**src/rtl/key_fetch_bridge.sv**
```systemverilog
// Key-fetch bridge: buffers encrypt-stage key-line requests and issues them as
// single-beat AXI4 reads, forwarding returned lines and flagging errors.
module key_fetch_bridge #(
    parameter int C_AXI_ID_WIDTH   = 4,
    parameter int C_AXI_ADDR_WIDTH = 32,
    parameter int C_AXI_DATA_WIDTH = 512,
    parameter int C_ARID           = 0,
    parameter int REQ_DEPTH        = 4,
    parameter int MAX_OUTSTANDING  = 2,
    parameter int TIMEOUT_CYCLES   = 1024
) (
    input  logic                        aclk,
    input  logic                        areset,
    input  logic [C_AXI_ADDR_WIDTH-1:0] req_addr,
    input  logic                        req_valid,
    output logic                        rsp_valid,
    output logic [C_AXI_DATA_WIDTH-1:0] rsp_data,
    output logic                        rsp_last,
    output logic [C_AXI_ID_WIDTH-1:0]   m_axi_arid,
    output logic [C_AXI_ADDR_WIDTH-1:0] m_axi_araddr,
    output logic [7:0]                  m_axi_arlen,
    output logic [2:0]                  m_axi_arsize,
    output logic [1:0]                  m_axi_arburst,
    output logic                        m_axi_arvalid,
    input  logic                        m_axi_arready,
    input  logic [C_AXI_ID_WIDTH-1:0]   m_axi_rid,
    input  logic [C_AXI_DATA_WIDTH-1:0] m_axi_rdata,
    input  logic [1:0]                  m_axi_rresp,
    input  logic                        m_axi_rlast,
    input  logic                        m_axi_rvalid,
    output logic                        m_axi_rready,
    input  logic                        status_clr,
    output logic                        err_drop,
    output logic                        err_resp,
    output logic                        err_timeout,
    output logic [7:0]                  drop_cnt,
    output logic [3:0]                  outstanding
);

    localparam int SIZE_LOG2 = $clog2(C_AXI_DATA_WIDTH / 8);
    localparam int PTR_W     = $clog2(REQ_DEPTH);
    localparam int TMO_W     = $clog2(TIMEOUT_CYCLES + 1);

    localparam logic [PTR_W:0]            FIFO_FULL_C = (PTR_W + 1)'(REQ_DEPTH);
    localparam logic [3:0]                MAX_OUT_C   = 4'(MAX_OUTSTANDING);
    localparam logic [C_AXI_ID_WIDTH-1:0] ARID_C      = C_AXI_ID_WIDTH'(C_ARID);
    localparam logic [TMO_W-1:0]          TMO_MAX_C   = TMO_W'(TIMEOUT_CYCLES);
    localparam logic [TMO_W-1:0]          TMO_LAST_C  = TMO_W'(TIMEOUT_CYCLES - 1);

    typedef enum logic [0:0] {
        AR_IDLE = 1'b0,
        AR_ADDR = 1'b1
    } ar_state_t;

    ar_state_t                   state_r, state_next_s;
    logic [C_AXI_ADDR_WIDTH-1:0] fifo_mem_r [REQ_DEPTH];
    logic [PTR_W-1:0]            wr_ptr_r, rd_ptr_r;
    logic [PTR_W:0]              count_r;
    logic                        full_s, empty_s, push_s, pop_s, drop_s;
    logic                        ar_hs_s, r_fire_s, r_dec_s, resp_bad_s, unexpected_s;
    logic                        tmo_inc_s, tmo_set_s;
    logic [TMO_W-1:0]            tmo_cnt_r;
    logic [C_AXI_ADDR_WIDTH-1:0] araddr_r;
    logic                        arvalid_r, rready_r;
    logic                        rsp_valid_r, rsp_last_r;
    logic [C_AXI_DATA_WIDTH-1:0] rsp_data_r;
    logic                        err_drop_r, err_resp_r, err_timeout_r;
    logic [7:0]                  drop_cnt_r;
    logic [3:0]                  outstanding_r;

    assign full_s       = (count_r == FIFO_FULL_C);
    assign empty_s      = (count_r == '0);
    assign push_s       = req_valid && (!full_s || pop_s);
    assign drop_s       = req_valid && !push_s;
    assign ar_hs_s      = arvalid_r && m_axi_arready;
    assign r_fire_s     = m_axi_rvalid && rready_r;
    assign r_dec_s      = r_fire_s && m_axi_rlast && (outstanding_r != 4'd0);
    assign resp_bad_s   = r_fire_s && ((m_axi_rresp != 2'b00) || (m_axi_rid != ARID_C));
    assign unexpected_s = r_fire_s && (outstanding_r == 4'd0);
    assign tmo_inc_s    = (outstanding_r != 4'd0) && !m_axi_rvalid;
    assign tmo_set_s    = tmo_inc_s && (tmo_cnt_r >= TMO_LAST_C);

    // AR FSM next-state: pop a request only when the outstanding budget allows.
    always_comb begin
        state_next_s = state_r;
        pop_s        = 1'b0;
        case (state_r)
            AR_IDLE: begin
                if (!empty_s && (outstanding_r < MAX_OUT_C)) begin
                    pop_s        = 1'b1;
                    state_next_s = AR_ADDR;
                end else begin
                    state_next_s = AR_IDLE;
                end
            end
            AR_ADDR: begin
                if (ar_hs_s) begin
                    state_next_s = AR_IDLE;
                end else begin
                    state_next_s = AR_ADDR;
                end
            end
            default: state_next_s = AR_IDLE;
        endcase
    end

    // AR FSM state register.
    always_ff @(posedge aclk or posedge areset) begin
        if (areset) begin
            state_r <= AR_IDLE;
        end else begin
            state_r <= state_next_s;
        end
    end

    // Request storage; contents need no reset since occupancy is tracked separately.
    always_ff @(posedge aclk) begin
        if (push_s) begin
            fifo_mem_r[wr_ptr_r] <= {req_addr[C_AXI_ADDR_WIDTH-1:SIZE_LOG2], {SIZE_LOG2{1'b0}}};
        end
    end

    // Request FIFO pointers and occupancy.
    always_ff @(posedge aclk or posedge areset) begin
        if (areset) begin
            wr_ptr_r <= '0;
            rd_ptr_r <= '0;
            count_r  <= '0;
        end else begin
            if (push_s) begin
                wr_ptr_r <= wr_ptr_r + PTR_W'(1);
            end
            if (pop_s) begin
                rd_ptr_r <= rd_ptr_r + PTR_W'(1);
            end
            case ({push_s, pop_s})
                2'b10:   count_r <= count_r + (PTR_W + 1)'(1);
                2'b01:   count_r <= count_r - (PTR_W + 1)'(1);
                default: count_r <= count_r;
            endcase
        end
    end

    // AR channel: address is captured on pop and held until the handshake.
    always_ff @(posedge aclk or posedge areset) begin
        if (areset) begin
            arvalid_r <= 1'b0;
            araddr_r  <= '0;
        end else if (pop_s) begin
            arvalid_r <= 1'b1;
            araddr_r  <= fifo_mem_r[rd_ptr_r];
        end else if (ar_hs_s) begin
            arvalid_r <= 1'b0;
        end else begin
            arvalid_r <= arvalid_r;
        end
    end

    // Outstanding read tracking; a beat with nothing outstanding never underflows.
    always_ff @(posedge aclk or posedge areset) begin
        if (areset) begin
            outstanding_r <= 4'd0;
        end else begin
            case ({ar_hs_s, r_dec_s})
                2'b10:   outstanding_r <= outstanding_r + 4'd1;
                2'b01:   outstanding_r <= outstanding_r - 4'd1;
                default: outstanding_r <= outstanding_r;
            endcase
        end
    end

    // R forwarding; errored beats still strobe valid so the consumer never stalls.
    always_ff @(posedge aclk or posedge areset) begin
        if (areset) begin
            rready_r    <= 1'b0;
            rsp_valid_r <= 1'b0;
            rsp_last_r  <= 1'b0;
            rsp_data_r  <= '0;
        end else begin
            rready_r <= 1'b1;
            if (r_fire_s) begin
                rsp_valid_r <= 1'b1;
                rsp_last_r  <= m_axi_rlast;
                rsp_data_r  <= resp_bad_s ? '0 : m_axi_rdata;
            end else begin
                rsp_valid_r <= 1'b0;
                rsp_last_r  <= 1'b0;
            end
        end
    end

    // Timeout counter saturates at the limit so the flag re-asserts while stalled.
    always_ff @(posedge aclk or posedge areset) begin
        if (areset) begin
            tmo_cnt_r <= '0;
        end else if (!tmo_inc_s) begin
            tmo_cnt_r <= '0;
        end else if (tmo_cnt_r != TMO_MAX_C) begin
            tmo_cnt_r <= tmo_cnt_r + TMO_W'(1);
        end else begin
            tmo_cnt_r <= tmo_cnt_r;
        end
    end

    // Sticky status; a set event in the same cycle as status_clr takes priority.
    always_ff @(posedge aclk or posedge areset) begin
        if (areset) begin
            err_drop_r    <= 1'b0;
            err_resp_r    <= 1'b0;
            err_timeout_r <= 1'b0;
            drop_cnt_r    <= 8'd0;
        end else begin
            err_drop_r    <= drop_s ? 1'b1 : (status_clr ? 1'b0 : err_drop_r);
            err_resp_r    <= (resp_bad_s || unexpected_s) ? 1'b1 : (status_clr ? 1'b0 : err_resp_r);
            err_timeout_r <= tmo_set_s ? 1'b1 : (status_clr ? 1'b0 : err_timeout_r);
            if (drop_s) begin
                drop_cnt_r <= (drop_cnt_r == 8'd255) ? drop_cnt_r : drop_cnt_r + 8'd1;
            end else if (status_clr) begin
                drop_cnt_r <= 8'd0;
            end else begin
                drop_cnt_r <= drop_cnt_r;
            end
        end
    end

    assign m_axi_arid    = ARID_C;
    assign m_axi_araddr  = araddr_r;
    assign m_axi_arlen   = 8'd0;
    assign m_axi_arsize  = 3'(SIZE_LOG2);
    assign m_axi_arburst = 2'b01;
    assign m_axi_arvalid = arvalid_r;
    assign m_axi_rready  = rready_r;
    assign rsp_valid     = rsp_valid_r;
    assign rsp_data      = rsp_data_r;
    assign rsp_last      = rsp_last_r;
    assign err_drop      = err_drop_r;
    assign err_resp      = err_resp_r;
    assign err_timeout   = err_timeout_r;
    assign drop_cnt      = drop_cnt_r;
    assign outstanding   = outstanding_r;

endmodule

```
**config.mk**
```make
export PLATFORM = sky130hd
export DESIGN_NAME = key_fetch_bridge
export DESIGN_NICKNAME = d
export VERILOG_FILES = /design/src/rtl/key_fetch_bridge.sv
export SDC_FILE = /design/constraint.sdc
export NUM_CORES = 2
export LEC_CHECK = 0
export BUFFER_PORTS_ARGS = -buffer_cell sky130_fd_sc_hd__buf_2
export CAP_MARGIN = 5
export CORE_AREA = 4 4 446 448
export DETAILED_ROUTE_END_ITERATION = 16
export DIE_AREA = 0 0 450 452
export PLACE_DENSITY_LB_ADDON = 0.2
export SLEW_MARGIN = 30
export SYNTH_ARGS = -nofsm -noshare
export SYNTH_HDL_FRONTEND = slang
export SYNTH_SLANG_ARGS = --single-unit
```
**constraint.sdc**
```tcl
create_clock -name aclk -period 35.9 [get_ports aclk]
set_clock_uncertainty 0.2 [all_clocks]
set_input_delay 3.59 -clock aclk [delete_from_list [all_inputs] [get_ports aclk]]
set_output_delay 3.59 -clock aclk [all_outputs]
set_load 0.03 [all_outputs]
```
# After elaboration in Yosys (flattened, before gate mapping)
# Memory sizes are Yosys's and may differ from the RTL's. A register that Yosys moved wholly into a read port is not among the register bits.
# Cells that the tools add are included.
# word_totals
register_bits	582
ram_bits	104
in_bits	557
out_inout_bits	580
word_cells	89
mem_count	1
# classes
addsub	8
order_cmp	2
n_eq_ne	9
muxes	22
bitwise	1
reduce_logical	30
# mem_list
memory	depth	word_bits	rd	rd_clocked_by_memory_dff	write_ports	line_no	text
fifo_mem_r	4	26	1	1	1	56	logic [C_AXI_ADDR_WIDTH-1:0] fifo_mem_r [REQ_DEPTH];
# ops
op	count
2-to-1 mux 512 bit	1
2-to-1 mux 8 bit	3
2-to-1 mux 11 bit	2
nonzero test 2 bit	7
2-to-1 mux 1 bit	13
adder 11 x 1 -> 11 bit (second input constant)	1
>= comparator 11 x 10 -> 1 bit (second input constant)	1
logical AND 1 bit	11
!= test 11 bit (second input constant)	1
adder 8 x 1 -> 8 bit (second input constant)	1
equality test 8 bit (second input constant)	1
case mux 4 bit (2 select lines)	1
nonzero test 4 bit	2
case mux 3 bit (2 select lines)	1
adder 2 x 1 -> 2 bit (second input constant)	2
adder 4 x 1 -> 4 bit (second input constant)	1
equality test 2 x 1 -> 1 bit (second input constant)	2
equality test 2 bit (second input constant)	2
zero test 1 bit	4
zero test 4 bit	1
< comparator 4 x 2 -> 1 bit (second input constant)	1
subtractor 4 x 1 -> 4 bit (second input constant)	1
adder 3 x 1 -> 3 bit (second input constant)	1
equality test 3 bit (second input constant)	1
other kinds (8)	10

# Longest topological paths before layout
# depth
word_depth	11
mapped_depth	10
depth_no_buf	10

# Worst setup path after synthesis
# Ideal clock, no wire load.
# synth_timing
path_type	input to register
start	input m_axi_rlast
end	register outstanding_r[3] (netlist: outstanding[3])
setup_time_ps	116
t_arrival_ps	5023
required_time_ps	35584
setup_slack_ps	30562
stages	7
path_buffers	0
cell_sequence	and3_1 > nor2b_1 > ha_1 > ha_1 > a21oi_1 > o21ai_0 > o311ai_0
# synth_between
elab_chain_cells	4
word_cells_on_any_way	6
classes_between	eq/ne (2); mux (1); reduce/logical (3)
# synth_lines
item	line_no	text
from (decl)	29	input logic m_axi_rlast,
logical AND 1 bit (*) (2 in a row)	77	assign r_dec_s = r_fire_s && m_axi_rlast && (outstanding_r != 4'd0);
equality test 2 x 1 -> 1 bit or equality test 2 bit (tied branches)	164	case ({ar_hs_s, r_dec_s})
case mux 4 bit (2 select lines) or nonzero test 2 bit (tied branches)	n/a	
to (signal assigned)	165	2'b10: outstanding_r <= outstanding_r + 4'd1;
to (signal assigned)	166	2'b01: outstanding_r <= outstanding_r - 4'd1;
to (signal assigned)	167	default: outstanding_r <= outstanding_r;
to (decl)	69	logic [3:0] outstanding_r;
# Mark *: on every way between the ends. The rest lies on a longest branch, timed or not.
# A chain may end at the register's enable or synchronous reset.

# Worst setup path in the final report
# layout_timing
start	input m_axi_rvalid
end	register rsp_data_r[454] (netlist: rsp_data[454])
# layout_between
elab_chain_cells	3
# layout_lines
item	line_no	text
from (decl)	30	input logic m_axi_rvalid,
logical AND 1 bit (*)	76	assign r_fire_s = m_axi_rvalid && rready_r;
logical AND 1 bit	78	assign resp_bad_s = r_fire_s && ((m_axi_rresp != 2'b00) || (m_axi_rid != ARID_C));
2-to-1 mux 512 bit	184	rsp_data_r <= resp_bad_s ? '0 : m_axi_rdata;
to (signal assigned)	184	
to (decl)	66	logic [C_AXI_DATA_WIDTH-1:0] rsp_data_r;
# Marks and branches as above.

==> impl_results.rst <==
.. list-table::
   :header-rows: 1

   * - Metric
     - Value
   * - Leading cell types by total area after synthesis
     - sky130_fd_sc_hd__dfrtp_1 54%, sky130_fd_sc_hd__nand2_1 14%, sky130_fd_sc_hd__edfxtp_1 12%, sky130_fd_sc_hd__nand3_1 9.7%, sky130_fd_sc_hd__mux4_2 2.2%
   * - Via total after detailed routing
     - 22,900
   * - Via count of the first global-routing pass
     - about 23,000
   * - Max-cap violations
     - 0
   * - Depth of the CTS H-tree
     - 3
   * - Synth-to-layout area growth
     - 41.5%
   * - Worst-margin pin slew
     - 0.884 ns
   * - Final slew viol count
     - 0
   * - Maximum count of clock buffers along a single path
     - 3
   * - Number of setup violations in the final report
     - 0
   * - Ratio of routed vias to standard cells
     - between 3 and 4
   * - CTS tree
     - done
   * - Post-Synth XOR/XNOR Area
     - 0.555%
   * - Power density cells
     - 54.4 nW/um2
   * - HPWL reported at the end of detailed placement
     - 96,200 um
   * - Number of synthesized register bits
     - 680
   * - Setup repair after global routing missed its margin
     - no
   * - Synthesized-area fraction occupied by adder cells
     - 0.663%
   * - TNS Setup
     - 0 ns
   * - Main combinational cell family by area after synthesis
     - simple AND/OR/NAND/NOR gates
   * - Non-Filler Instances
     - approximately 6,300
   * - Largest fanout on the critical path
     - 71
   * - Cell depth of the worst min-delay path
     - 2
   * - Number of instances in the synthesized netlist
     - approximately 2,600
   * - Commonest non-fill, non-tap cells in the layout
     - 1,107 x sky130_fd_sc_hd__buf_2, 1,034 x sky130_fd_sc_hd__nand2_1, 574 x sky130_fd_sc_hd__dfrtp_1
   * - Worst Path Required
     - 36.33 ns
   * - Worst min path class
     - reg2reg
   * - Synth warn
     - 0
   * - Most common cell after layout, fill and taps aside
     - sky130_fd_sc_hd__buf_2
   * - Standard-cell row count
     - approximately 160
   * - Final Hold Vio Count
     - 0
   * - Post-CTS Hold Buffers
     - 0
   * - Worst hold margin
     - approximately 0.25 ns
   * - Dpl cells
     - 6,136
   * - Root buffer cell
     - sky130_fd_sc_hd__clkbuf_16
   * - Tmin final
     - 7.70 ns
   * - Number of DRC violations after detailed routing
     - 0
   * - Clock edge transition at the registers on the reported setup and hold paths
     - 0.06 ns
   * - Proportion of netlist area held by the largest area contributor
     - 53.8%
   * - Drt first pass iters
     - 5
   * - Average detailed-routed wire length per instance
     - 20.3 um
   * - Syn Area/Cell
     - ~10 um2
   * - Insertion delay to the later sink of the worst-skew pair
     - 0.69 ns
   * - Initial cell density of the core
     - 13.8%
   * - EDFF count, synth
     - 104
   * - CP Launch Type
     - input pin
   * - Result of the run
     - finished, final reports clean
   * - Most used DFF post-synth
     - sky130_fd_sc_hd__dfrtp_1
   * - Total global routing track utilization
     - 12.1%
   * - Final Net Count
     - between 4,000 and 5,000
   * - Overall power after layout
     - slightly above 2 mW
   * - # port buffers
     - ~1,100
   * - Placeable Area
     - 195,000 um2
   * - Post-synthesis compound-gate area fraction
     - 0.644%
   * - Wire length of the first global-routing pass
     - 179,000 um
   * - Fraction of synthesis flops using an asynchronous set or reset pin
     - 84.7%
   * - Number of antenna violations at the first check in global routing
     - 31
   * - Synthesized cell area
     - 26,800 um2
   * - Resized cells post-CTS
     - 0
   * - Leakage power total
     - 20.7 nW
   * - Number of sinks handled by clock tree synthesis
     - 680
   * - Post-synthesis cell type count
     - 50
   * - Pin count of the biggest net entering global routing
     - 119
   * - Post-detailed-routing wire length
     - 128,000 um
   * - Relative slew margins
     - 41.1%
   * - Antenna Violating Nets Remaining
     - 0
   * - Dominant cell type by area after synthesis
     - sky130_fd_sc_hd__dfrtp_1
   * - Number of top-level design ports
     - 1,137
   * - Highest achievable clock rate
     - 0.130 GHz
   * - Die Ht
     - 452 um
   * - Arrival @ worst endpoint
     - ~8 ns
   * - Sequential share of the synthesized area
     - 65.4%
   * - Overflow after GRT
     - 0
   * - FF-to-FF path depth
     - 9
   * - DRC violation total after the first TritonRoute iteration
     - 1,587
   * - Area fraction in and, or, nand and nor cells after synthesis
     - 25.6%
   * - Maximum resistive drop on vdd
     - 0.0328 mV
   * - CTS buffer count
     - 88
   * - Multiplexer area fraction after synthesis
     - under 10%
   * - Fraction of layout cells with a size suffix above 1
     - 35.4%
   * - Crit Path Class
     - in2reg
   * - Final clock period utilization by the worst path
     - between 20 and 25%
   * - Final Wtd Congestion
     - 0.907
   * - Fillcell total
     - 21,800
   * - Post-CTS Repair Setup Buffers
     - 0
   * - Setup slack, reg-to-reg
     - between 30 and 40 ns
   * - Die area
     - 203,000 um2
   * - Horizontal die dimension
     - 450 um
   * - Critical Path End Type
     - flip-flop
cell usage after synthesis (3+ instances only):
master,instances
sky130_fd_sc_hd__a21o_1,3
sky130_fd_sc_hd__a21oi_1,4
sky130_fd_sc_hd__and3_1,9
sky130_fd_sc_hd__and4_1,3
sky130_fd_sc_hd__buf_1,3
sky130_fd_sc_hd__buf_2,54
sky130_fd_sc_hd__buf_4,23
sky130_fd_sc_hd__clkbuf_1,125
sky130_fd_sc_hd__dfrtp_1,576
sky130_fd_sc_hd__edfxtp_1,104
sky130_fd_sc_hd__ha_1,11
sky130_fd_sc_hd__inv_1,17
sky130_fd_sc_hd__mux2_2,27
sky130_fd_sc_hd__mux2i_1,3
sky130_fd_sc_hd__mux4_2,26
sky130_fd_sc_hd__nand2_1,1035
sky130_fd_sc_hd__nand2b_1,3
sky130_fd_sc_hd__nand3_1,521
sky130_fd_sc_hd__nand4_1,5
sky130_fd_sc_hd__nor2_1,16
sky130_fd_sc_hd__nor4_1,6
sky130_fd_sc_hd__o21ai_0,9
sky130_fd_sc_hd__or3_1,3
sky130_fd_sc_hd__xnor2_1,5
sky130_fd_sc_hd__xor2_1,12
per-layer routing:
metal	vias to the layer above	wire [um]	track usage (%)
met4	18	3660	4.39
met5	-	100	0
li1	10800	-	-
met1	11200	49900	14.0
met3	162	11700	4.87
met2	794	62900	20.2
final cells by class:
type,instances,area [um2],area share (%)
tap,2542,3180,8.38
antenna,12,30.0,0.0792
inverter,18,82.6,0.218
sequential,680,17500,46.2
timing repair buffer,1145,5850,15.4
clock buffer,134,2480,6.55
multi-input combinational,1751,8390,22.1
clock inverter,26,389,1.03
critical path: stages:
cell                      delay [ns]
sky130_fd_sc_hd__buf_2          0.13
sky130_fd_sc_hd__nand2_4        0.10
sky130_fd_sc_hd__buf_4          0.49
sky130_fd_sc_hd__buf_4          0.59
sky130_fd_sc_hd__buf_4          0.74
sky130_fd_sc_hd__buf_4          0.75
sky130_fd_sc_hd__buf_4          0.68
sky130_fd_sc_hd__buf_4          0.62
sky130_fd_sc_hd__nand2_1        0.13
sky130_fd_sc_hd__nand2_1        0.07
power by group:
part	leakage, nW	switching (mW)	internal, mW	total (mW)
sequential	8.90	0.0349	0.840	0.875
combinational	10.4	0.186	0.111	0.297
clock	1.39	0.367	0.523	0.891
worst paths after layout:
check	to	start
min	rsp_data[243]	rsp_data[243]
max reg2reg	rsp_data[454]	m_axi_rready
min in group asynchronous	rsp_data[413]	areset
min reg2reg	rsp_data[243]	rsp_data[243]
max	rsp_data[454]	m_axi_rvalid
max in group asynchronous	tmo_cnt_r[2]	areset
metrics by stage:
step	utilization (%)	setup WS, ns	cell area (um2)
after detailed placement	18.0	27.38	35000
after global routing	19.5	27.82	37900
final	19.5	28.20	37900
after floorplan	-	16.00	26900
after global placement	18.0	27.33	35000
after CTS	19.5	28.18	37900
cells by family after synthesis:
| kind of cell | count (synthesis) |
|---|---|
| mux | 56 |
| simple gates | 1615 |
| compound gates | 26 |
| flops | 680 |
| buf+inv | 223 |
| fa+ha+maj | 13 |
| xor+xnor | 17 |
| other cells | 2 |
flip-flops by register name, indices dropped and copies added (netlist names):
name / flops
err_drop: 1
drop_cnt: 8
rsp_data: 512
m_axi_rready: 1
count_r: 3
tmo_cnt_r: 11
outstanding: 4
rd_ptr_r: 2
fifo_mem_r: 104
state_r: 1
m_axi_araddr: 26
rsp_valid: 1
m_axi_arvalid: 1
err_timeout: 1
wr_ptr_r: 2
err_resp: 1
rsp_last: 1
Power figures use the tool's default switching activity.
